**config.mk**
```make
export PLATFORM = sky130hd
export DESIGN_NAME = pid_calc
export DESIGN_NICKNAME = d
export VERILOG_FILES = /design/src/rtl/pid_pkg.sv /design/src/rtl/pid_sat.sv /design/src/rtl/pid_calc.sv
export SDC_FILE = /design/constraint.sdc
export NUM_CORES = 2
export LEC_CHECK = 0
export CORE_ASPECT_RATIO = 1.25
export CORE_MARGIN = 1
export CORE_UTILIZATION = 47
export DETAILED_ROUTE_END_ITERATION = 7
export PLACE_DENSITY = 0.69
export SKIP_LAST_GASP = 1
export SYNTH_ARGS = -nofsm -noshare
export SYNTH_HDL_FRONTEND = slang
export SYNTH_SLANG_ARGS = --single-unit
```
**constraint.sdc**
```tcl
create_clock -name clk -period 27.7 [get_ports clk]
set_input_delay 5.54 -clock clk [delete_from_list [all_inputs] [get_ports clk]]
set_output_delay 5.54 -clock clk [all_outputs]
set_load 0.01 [all_outputs]
```
**src/rtl/pid_pkg.sv**
```systemverilog
// pid_pkg: shared widths, FSM state type and MAC slot helpers for pid_calc
package pid_pkg;
    localparam int ERR_W  = 24;
    localparam int GAIN_W = 16;
    localparam int ACC_W  = 42;
    localparam logic [1:0] PITCH = 2'd0;
    localparam logic [1:0] ROLL  = 2'd1;
    localparam logic [1:0] YAW   = 2'd2;
    localparam logic [1:0] P = 2'd0;
    localparam logic [1:0] I = 2'd1;
    localparam logic [1:0] D = 2'd2;
    typedef enum logic [1:0] {IDLE, MAC, OUT} pid_state_t;
    function automatic logic [3:0] slot(logic [1:0] axis, logic [1:0] term);
        return 4'({2'b00, axis} * 4'd3 + {2'b00, term});
    endfunction
    function automatic logic [1:0] axis_of(logic [3:0] idx);
        return 2'(idx / 4'd3);
    endfunction
    function automatic logic [1:0] term_of(logic [3:0] idx);
        return 2'(idx % 4'd3);
    endfunction
endpackage

```
**src/rtl/pid_sat.sv**
```systemverilog
// pid_sat: floor-shift the accumulator by FRAC_BITS, saturate to 24 bits, and
// clamp to +/-OUT_LIMIT when PID_OUT_CLAMP_EN is defined
module pid_sat
    import pid_pkg::*;
#(
    parameter int               FRAC_BITS = 8,
    parameter logic [ERR_W-1:0] OUT_LIMIT = 24'd500000
) (
    input  logic [ACC_W-1:0] acc,
    output logic [ERR_W-1:0] res
);
    localparam logic signed [ACC_W-1:0] SAT_MAX = ACC_W'(8388607);
    localparam logic signed [ACC_W-1:0] SAT_MIN = ACC_W'(-8388608);
    logic signed [ACC_W-1:0] shifted;
    logic signed [ERR_W-1:0] sat;
    assign shifted = $signed(acc) >>> FRAC_BITS;
    assign sat = shifted > SAT_MAX ? {1'b0, {(ERR_W-1){1'b1}}} :
                 shifted < SAT_MIN ? {1'b1, {(ERR_W-1){1'b0}}} : shifted[ERR_W-1:0];
`ifdef PID_OUT_CLAMP_EN
    localparam logic signed [ERR_W-1:0] LIM = OUT_LIMIT;
    assign res = sat > LIM ? LIM : sat < -LIM ? -LIM : sat;
`else
    logic unused_limit;
    assign unused_limit = ^OUT_LIMIT;
    assign res = sat;
`endif
endmodule

```
**src/rtl/pid_calc.sv**
```systemverilog
// pid_calc: three-axis PID with one shared multiplier over nine MAC cycles;
// optional +/-OUT_LIMIT output clamp via PID_OUT_CLAMP_EN
module pid_calc
    import pid_pkg::*;
#(
    parameter int               FRAC_BITS = 8,
    parameter logic [ERR_W-1:0] OUT_LIMIT = 24'd500000
) (
    input  logic                clk,
    input  logic                rst_n,
    input  logic                pid_en,
    input  logic [ERR_W-1:0]    pitch_error,
    input  logic [ERR_W-1:0]    roll_error,
    input  logic [ERR_W-1:0]    yaw_error,
    input  logic [ERR_W-1:0]    i_pitch_error,
    input  logic [ERR_W-1:0]    i_roll_error,
    input  logic [ERR_W-1:0]    i_yaw_error,
    input  logic [ERR_W-1:0]    d_pitch_error,
    input  logic [ERR_W-1:0]    d_roll_error,
    input  logic [ERR_W-1:0]    d_yaw_error,
    input  logic [3*GAIN_W-1:0] kp,
    input  logic [3*GAIN_W-1:0] ki,
    input  logic [3*GAIN_W-1:0] kd,
    output logic [ERR_W-1:0]    pitch_out,
    output logic [ERR_W-1:0]    roll_out,
    output logic [ERR_W-1:0]    yaw_out,
    output logic                busy,
    output logic                pid_done
);
    pid_state_t state_q, state_d;
    logic [3:0] idx_q, idx_d;
    logic signed [ACC_W-1:0] acc_q, acc_d, sum;
    logic signed [ERR_W+GAIN_W-1:0] prod;
    logic [8:0][ERR_W-1:0] err_q, err_d;
    logic [8:0][GAIN_W-1:0] gain_q, gain_d;
    logic [2:0][ERR_W-1:0] res_q, res_d, out_q, out_d;
    logic [ERR_W-1:0] wb;
    logic done_q, done_d;
    assign prod = $signed(err_q[idx_q]) * $signed(gain_q[idx_q]);
    assign sum  = acc_q + {{(ACC_W-ERR_W-GAIN_W){prod[ERR_W+GAIN_W-1]}}, prod};
    pid_sat #(.FRAC_BITS(FRAC_BITS), .OUT_LIMIT(OUT_LIMIT)) u_sat (.acc(sum), .res(wb));
    always_comb begin
        state_d = state_q;
        idx_d   = idx_q;
        acc_d   = acc_q;
        err_d   = err_q;
        gain_d  = gain_q;
        res_d   = res_q;
        out_d   = out_q;
        done_d  = 1'b0;
        case (state_q)
            IDLE: if (pid_en) begin
                err_d[slot(PITCH, P)]  = pitch_error;
                err_d[slot(PITCH, I)]  = i_pitch_error;
                err_d[slot(PITCH, D)]  = d_pitch_error;
                err_d[slot(ROLL, P)]   = roll_error;
                err_d[slot(ROLL, I)]   = i_roll_error;
                err_d[slot(ROLL, D)]   = d_roll_error;
                err_d[slot(YAW, P)]    = yaw_error;
                err_d[slot(YAW, I)]    = i_yaw_error;
                err_d[slot(YAW, D)]    = d_yaw_error;
                gain_d[slot(PITCH, P)] = kp[15:0];
                gain_d[slot(PITCH, I)] = ki[15:0];
                gain_d[slot(PITCH, D)] = kd[15:0];
                gain_d[slot(ROLL, P)]  = kp[31:16];
                gain_d[slot(ROLL, I)]  = ki[31:16];
                gain_d[slot(ROLL, D)]  = kd[31:16];
                gain_d[slot(YAW, P)]   = kp[47:32];
                gain_d[slot(YAW, I)]   = ki[47:32];
                gain_d[slot(YAW, D)]   = kd[47:32];
                acc_d   = '0;
                idx_d   = '0;
                state_d = MAC;
            end
            MAC: begin
                // the D term closes an axis: write back and restart the sum
                acc_d   = term_of(idx_q) == D ? '0 : sum;
                if (term_of(idx_q) == D) res_d[axis_of(idx_q)] = wb;
                idx_d   = idx_q == 4'd8 ? 4'd0 : idx_q + 4'd1;
                state_d = idx_q == 4'd8 ? OUT : MAC;
            end
            OUT: begin
                out_d   = res_q;
                done_d  = 1'b1;
                state_d = IDLE;
            end
            default: state_d = IDLE;
        endcase
    end
    always_ff @(posedge clk) begin
        if (!rst_n) begin
            state_q <= IDLE;
            idx_q   <= '0;
            acc_q   <= '0;
            err_q   <= '0;
            gain_q  <= '0;
            res_q   <= '0;
            out_q   <= '0;
            done_q  <= 1'b0;
        end else begin
            state_q <= state_d;
            idx_q   <= idx_d;
            acc_q   <= acc_d;
            err_q   <= err_d;
            gain_q  <= gain_d;
            res_q   <= res_d;
            out_q   <= out_d;
            done_q  <= done_d;
        end
    end
    assign pitch_out = out_q[PITCH];
    assign roll_out  = out_q[ROLL];
    assign yaw_out   = out_q[YAW];
    assign busy      = state_q != IDLE;
    assign pid_done  = done_q;
endmodule
```
=== Word level (Yosys, flattened, before mapping) ===
Index checks and enable logic that the tools add are counted.

* Register bits: 553
* Bits of input ports: 363
* Output and inout port bits: 74
* Word-level logic and storage cells: 69

* Add/subtract/negate cells: 2
* $mul: 1
* Div/mod/pow operators: 2
* $lt $le $gt $ge: 5
* Eq/ne operators: 5
* Mux-type cells: 19
* Reductions and logical operators: 7

{| class="wikitable"
|+ Operators by type and width
! operator !! count
|-
| 24-bit binary-select mux with 4-bit select || 1
|-
| 24-bit two-way mux || 4
|-
| 42-bit two-way mux || 2
|-
| 42-bit case mux with 2 select lines || 1
|-
| 72-bit bitwise mux || 1
|-
| 16-bit binary-select mux with 4-bit select || 1
|-
| 24-bit demux with 2-bit select || 1
|-
| 42-bit adder || 1
|-
| 24-bit by 16-bit multiplier with 40-bit output || 1
|-
| 34-bit by 24-bit greater-than comparator with 1-bit output (second input constant) || 1
|-
| 34-bit by 24-bit < comparator with 1-bit output (second input constant) || 1
|-
| 16-bit two-way mux || 1
|-
| 4-bit two-way mux || 2
|-
| 4-bit case mux with 2 select lines || 1
|-
| 2-bit AND reduction || 3
|-
| 4-bit by 5-bit < comparator with 1-bit output (second input constant) || 1
|-
| 4-bit by 1-bit adder with 4-bit output (second input constant) || 1
|-
| 4-bit by 2-bit divider with 4-bit output (second input constant) || 1
|-
| 2-bit == test (second input constant) || 2
|-
| 4-bit == test (second input constant) || 1
|-
| 4-bit by 2-bit remainder unit with 4-bit output (second input constant) || 1
|-
| 2-bit two-way mux || 2
|-
| 2-bit case mux with 2 select lines || 1
|-
| 2-bit nonzero test || 2
|-
| other kinds (7) || 7
|}

=== Depth between registers and ports, before layout ===
* Depth in word-level cells: 8
* Gate-level depth with buffers: 48
* Mapped depth without buffers: 42

=== Cells and area by module ===
Synthesis repeated with hierarchy kept, for this count alone.

* Cell total of the unflattened synthesis: 4,485
* Area total of the unflattened synthesis: 39,257.7 um2

{| class="wikitable"
|+ By module, submodules not included
! module !! instances !! cells each !! area an instance (um2) !! sequential area each (um2)
|-
| pid_calc || 1 || 4,418 || 38,778.4 || 11,070.6
|-
| pid_sat || 1 || 67 || 479.2 || 0.0
|}

=== Least setup slack after synthesis ===
Ideal clock, no wire load.

* Path type: register -> register
* Start point: reg idx_q[0]
* End point: reg res_q[52] (netlist name)
* Setup time: 0.060 ns
* Arrival time: 10.659 ns
* Required time: 27.640 ns
* Slack: 16.981 ns
* Stages on the path, launching flop included: 45
* Buffers on the path: 6
* Period minus slack after synthesis: 10.719 ns
* Path through: dfxtp_1 > clkbuf_1 > buf_1 > buf_1 > mux4_2 > mux2i_1 > o21a_1 > clkbuf_1 > nor2_1 > fa_1 > inv_1 > fa_1 > fa_1 > inv_1 > fa_1 > fa_1 > inv_1 > fa_1 > [... 9 more ...] > nand3_1 > a21bo_2 > nor2b_1 > xnor2_1 > ha_1 > clkbuf_1 > o21ai_0 > a21oi_1 > o211ai_1 > a32o_1 > a211oi_1 > nand3_1 > nor2_1 > nand4_1 > o41a_4 > nor3_4 > buf_6 > a221o_1

* Cells in the longest elaborated chain, start to end: 8
* Elaborated cells between the ends (all ways): 20
* Classes of those cells: add/sub (1); mul (1); div (2); order compare (4); eq/ne (1); mux (9); reduce/logical (2)

{| class="wikitable"
|+ RTL lines
! item !! line !! source
|-
| from (decl) || pid_calc.sv:31 || <nowiki>logic [3:0] idx_q, idx_d;</nowiki>
|-
| from (signal assigned) || pid_calc.sv:102 || <nowiki>idx_q <= idx_d;</nowiki>
|-
| 24-bit binary-select mux with 4-bit select or 16-bit binary-select mux with 4-bit select (tied branches) || pid_calc.sv:39 || <nowiki>assign prod = $signed(err_q[idx_q]) * $signed(gain_q[idx_q]);</nowiki>
|-
| 24-bit two-way mux (implied by the code) or 16-bit two-way mux (tied branches) || pid_calc.sv:39 ||
|-
| 24-bit by 16-bit multiplier with 40-bit output || pid_calc.sv:39 ||
|-
| 42-bit adder || pid_calc.sv:40 || <nowiki>assign sum = acc_q + {{(ACC_W-ERR_W-GAIN_W){prod[ERR_W+GAIN_W-1]}}, prod};</nowiki>
|-
| 34-bit by 24-bit < comparator with 1-bit output || pid_sat.sv:18 || <nowiki>shifted < SAT_MIN ? {1'b1, {(ERR_W-1){1'b0}}} : shifted[ERR_W-1:0];</nowiki>
|-
| 24-bit two-way mux || pid_sat.sv:18 ||
|-
| 24-bit two-way mux || pid_sat.sv:17 || <nowiki>assign sat = shifted > SAT_MAX ? {1'b0, {(ERR_W-1){1'b1}}} :</nowiki>
|-
| 72-bit bitwise mux || pid_calc.sv:78 || <nowiki>if (term_of(idx_q) == D) res_d[axis_of(idx_q)] = wb;</nowiki>
|-
| to (signal assigned) || pid_calc.sv:106 || <nowiki>res_q <= res_d;</nowiki>
|-
| to (decl) || pid_calc.sv:36 || <nowiki>logic [2:0][ERR_W-1:0] res_q, res_d, out_q, out_d;</nowiki>
|}

Parallel ways exist; a longest one is shown, timed or not. The select of a mux whose other input is x is not followed.
A chain may end at the register's enable or synchronous reset.

=== Worst setup path in the final report ===
* Start point: reg idx_q[0]
* End point: reg res_q[43] (netlist name)

The elaborated chain is that of the path after synthesis.

==> metrics <==
most frequent cells in the layout nand2_1 (1127), dfxtp_1 (549), a21oi_1 (527), inv_1 (481), clkdlybuf4s50_1 (436); Yosys cell types 77; DIE AREA 0.0817 mm2; Lkg Pwr 0.0188 uW; Post-synth EDFFs 0; Period minus WS final 13.22 ns; count of final max-slew check failures 0; Worst path max stage delay 0.96 ns; sequential-to-total area share from yosys stat 0.293; mux cell area share after synthesis 0.0598; GPL Wtd Cong 0.964; worst hold path class reg2reg; clock transition time at the flip-flop clock pins of the worst setup and hold paths 0.06 ns; CTS tree built; CP required 28.30 ns; yosys warns 0; Final ANT Viol Nets 0; clock skew 0.0784 ns; Post-CTS Setup Inserts 0; most common cell after layout, fill and taps aside nand2_1; H-tree levels 2; Initial DRC Count 2630; Worst EP arrival 13.82 ns; syn avg cell area 8.44 um2; Yosys reg bits 553; max_cap viols 0; Post-Syn Area 0.0378 mm2; PortBufs 436; clk sinks 553; CP Launch Type flop; row count 116; worst relative slew slack 0.146; setup violators final 0; complex-gate fraction of the synthesized area 0.135; largest family of logic cells by synthesized area adder cells; GRT overflow 0; Via-to-Cell Ratio 5.46; routed length per instance 19.4 um; total core area 0.0798 mm2; Final Cell Area 0.0449 mm2; ratio of cells with drive above 1 in the final layout 0.0552; vias in the first global route 32.3k; CTS resizes 0; crit share post-route 0.477; post-synthesis adder-cell area fraction 0.247; Die Height 319 um; # IOs 437; initial antenna violation count 12; Async SR Flop Fraction 0; Post-synth top flop dfxtp_1; P per Cell Area 53.7 mW/mm2; final hold viol count 0; via count 32.0k; overall routing resource usage 0.277; critical-path maximum fanout 44; CTS Buf Count 57; CP max-delay cell nor4_4; Area Growth Syn to Fin 18.6%; Setup Total Neg Slack 0 ns; Chip Width 256 um; first-pass GRT wire length 178000 um; dpl hpwl 86100 um; xor/xnor share of the synthesized area 0.0189; run status finished clean; CP endpoint kind flop; hold buffers post-CTS 0; VDD IR max 0.0574 mV; pin count of the biggest net entering global routing 210; clk root buf clkbuf_16; WS Path Type reg2reg; RSZ-0062 raised after global routing no; clk buf depth 3; simple-gate share of the synthesized area 0.170; Worst-Margin Slew 1.27 ns; fmax 0.0757 GHz; drt total wl 114000 um; DRT Pass-1 Iters 6; synthesized net count 5368; Clk Latency, worst-skew pair 0.67 ns; Mapped Cells 4483; Fillers 7453; initial core utilization 0.474; Crit path top cell by count fa_1; DR DRC count 0; Post-DP Area 0.0429 mm2; # nets final 5635
-- worst paths after layout --
check | from | to | slack, ns | cells past startpoint
worst max-delay path | idx_q[0] | res_q[43] | 14.48 | 41
worst min register to register | res_q[0] | pitch_out[0] | 0.44 | 2
worst min-delay path | res_q[0] | pitch_out[0] | 0.44 | 2
worst max register to register | idx_q[0] | res_q[43] | 14.48 | 41
-- routing by layer --
metal | GRT usage | vias up | wire [um]
met2 | 0.483 | 1134 | 56500
met3 | 0.0398 | 256 | 6930
met5 | 0 | - | 75
met4 | 0.129 | 12 | 5660
met1 | 0.335 | 15600 | 44300
li1 | - | 15000 | -
-- state kept, by name, summed over array words and instances, names as in the netlist, 4 cells and up --
| signal | count |
|---|---|
| err_q | 216 |
| pitch_out | 24 |
| res_q | 72 |
| roll_out | 24 |
| acc_q | 42 |
| gain_q | 144 |
| idx_q | 4 |
| yaw_out | 24 |
-- final cells by class --
class / count / area, um2 / share of cell area
multi-input cells: 3175 / 24000 / 0.534
repair buffers: 481 / 4730 / 0.105
diodes: 5 / 12.5 / 0.000279
clock buffers: 83 / 1630 / 0.0364
clock inverters: 23 / 314 / 0.00700
flip-flops and latches: 553 / 11100 / 0.247
inverters: 482 / 1820 / 0.0405
well taps: 1062 / 1330 / 0.0296
-- through the flow --
step           instances  setup WS, ns   util  total power [uW]  hold WS (ns)
2_1_floorplan       4483         16.98      -              1380         0.427
3_3_place_gp        5752         14.57  0.537              1620         0.438
3_5_place_dp        5752         14.44  0.537              1630         0.444
4_1_cts             5858         14.41  0.562              2420         0.436
5_1_grt             5864         13.57  0.562              2540         0.463
6_report            5864         14.48  0.562              2410         0.440
-- cells by family (layout without fill, tap and decap cells) --
logic type / count (synthesis) / after routing
AOI/OAI and AO/OA: 848 / 848
DFF: 553 / 553
other: 0 / 5
xor gates and xnor gates: 80 / 80
buffers and inverters: 755 / 1069
and+or+nand+nor: 1599 / 1599
adders and majority gates: 522 / 522
muxes: 126 / 126
-- synthesized netlist by cell type, types with 12 or more instances --
cell type / n / share of area
a221o_1: 64 / 0.017
nor3_1: 22 / 0.0029
nor2b_1: 19 / 0.0031
mux2i_1: 45 / 0.012
a21o_1: 39 / 0.0077
clkbuf_1: 227 / 0.023
a21oi_1: 534 / 0.071
a22oi_1: 37 / 0.0073
mux4_2: 80 / 0.048
nand2_1: 1128 / 0.11
inv_1: 482 / 0.048
buf_2: 13 / 0.0017
o21ai_1: 28 / 0.0037
ha_1: 147 / 0.049
nand3_1: 26 / 0.0034
nor2_1: 302 / 0.030
nand4_1: 12 / 0.0020
and2_1: 18 / 0.0030
nand2b_1: 27 / 0.0045
o21ai_0: 41 / 0.0054
dfxtp_1: 553 / 0.29
xnor2_1: 54 / 0.012
fa_1: 375 / 0.20
buf_1: 27 / 0.0027
o21a_1: 27 / 0.0054
xor2_1: 24 / 0.0056
-- worst max-delay path: cells and delay by family (launching register included) --
family	cells	cell delay, ns
mux	2	0.73
flops	1	0.55
fa+ha+maj	8	3.77
compound gates	10	3.00
buf+inv	6	1.81
simple gates	13	2.86
xor+xnor	2	0.34
-- power by group --
part           internal (uW)  total [uW]  switching (uW)
combinational            283         756             473
clock                    452         792             340
sequential               837         862            25.1
No activity file was read; power rests on OpenSTA's default activity.
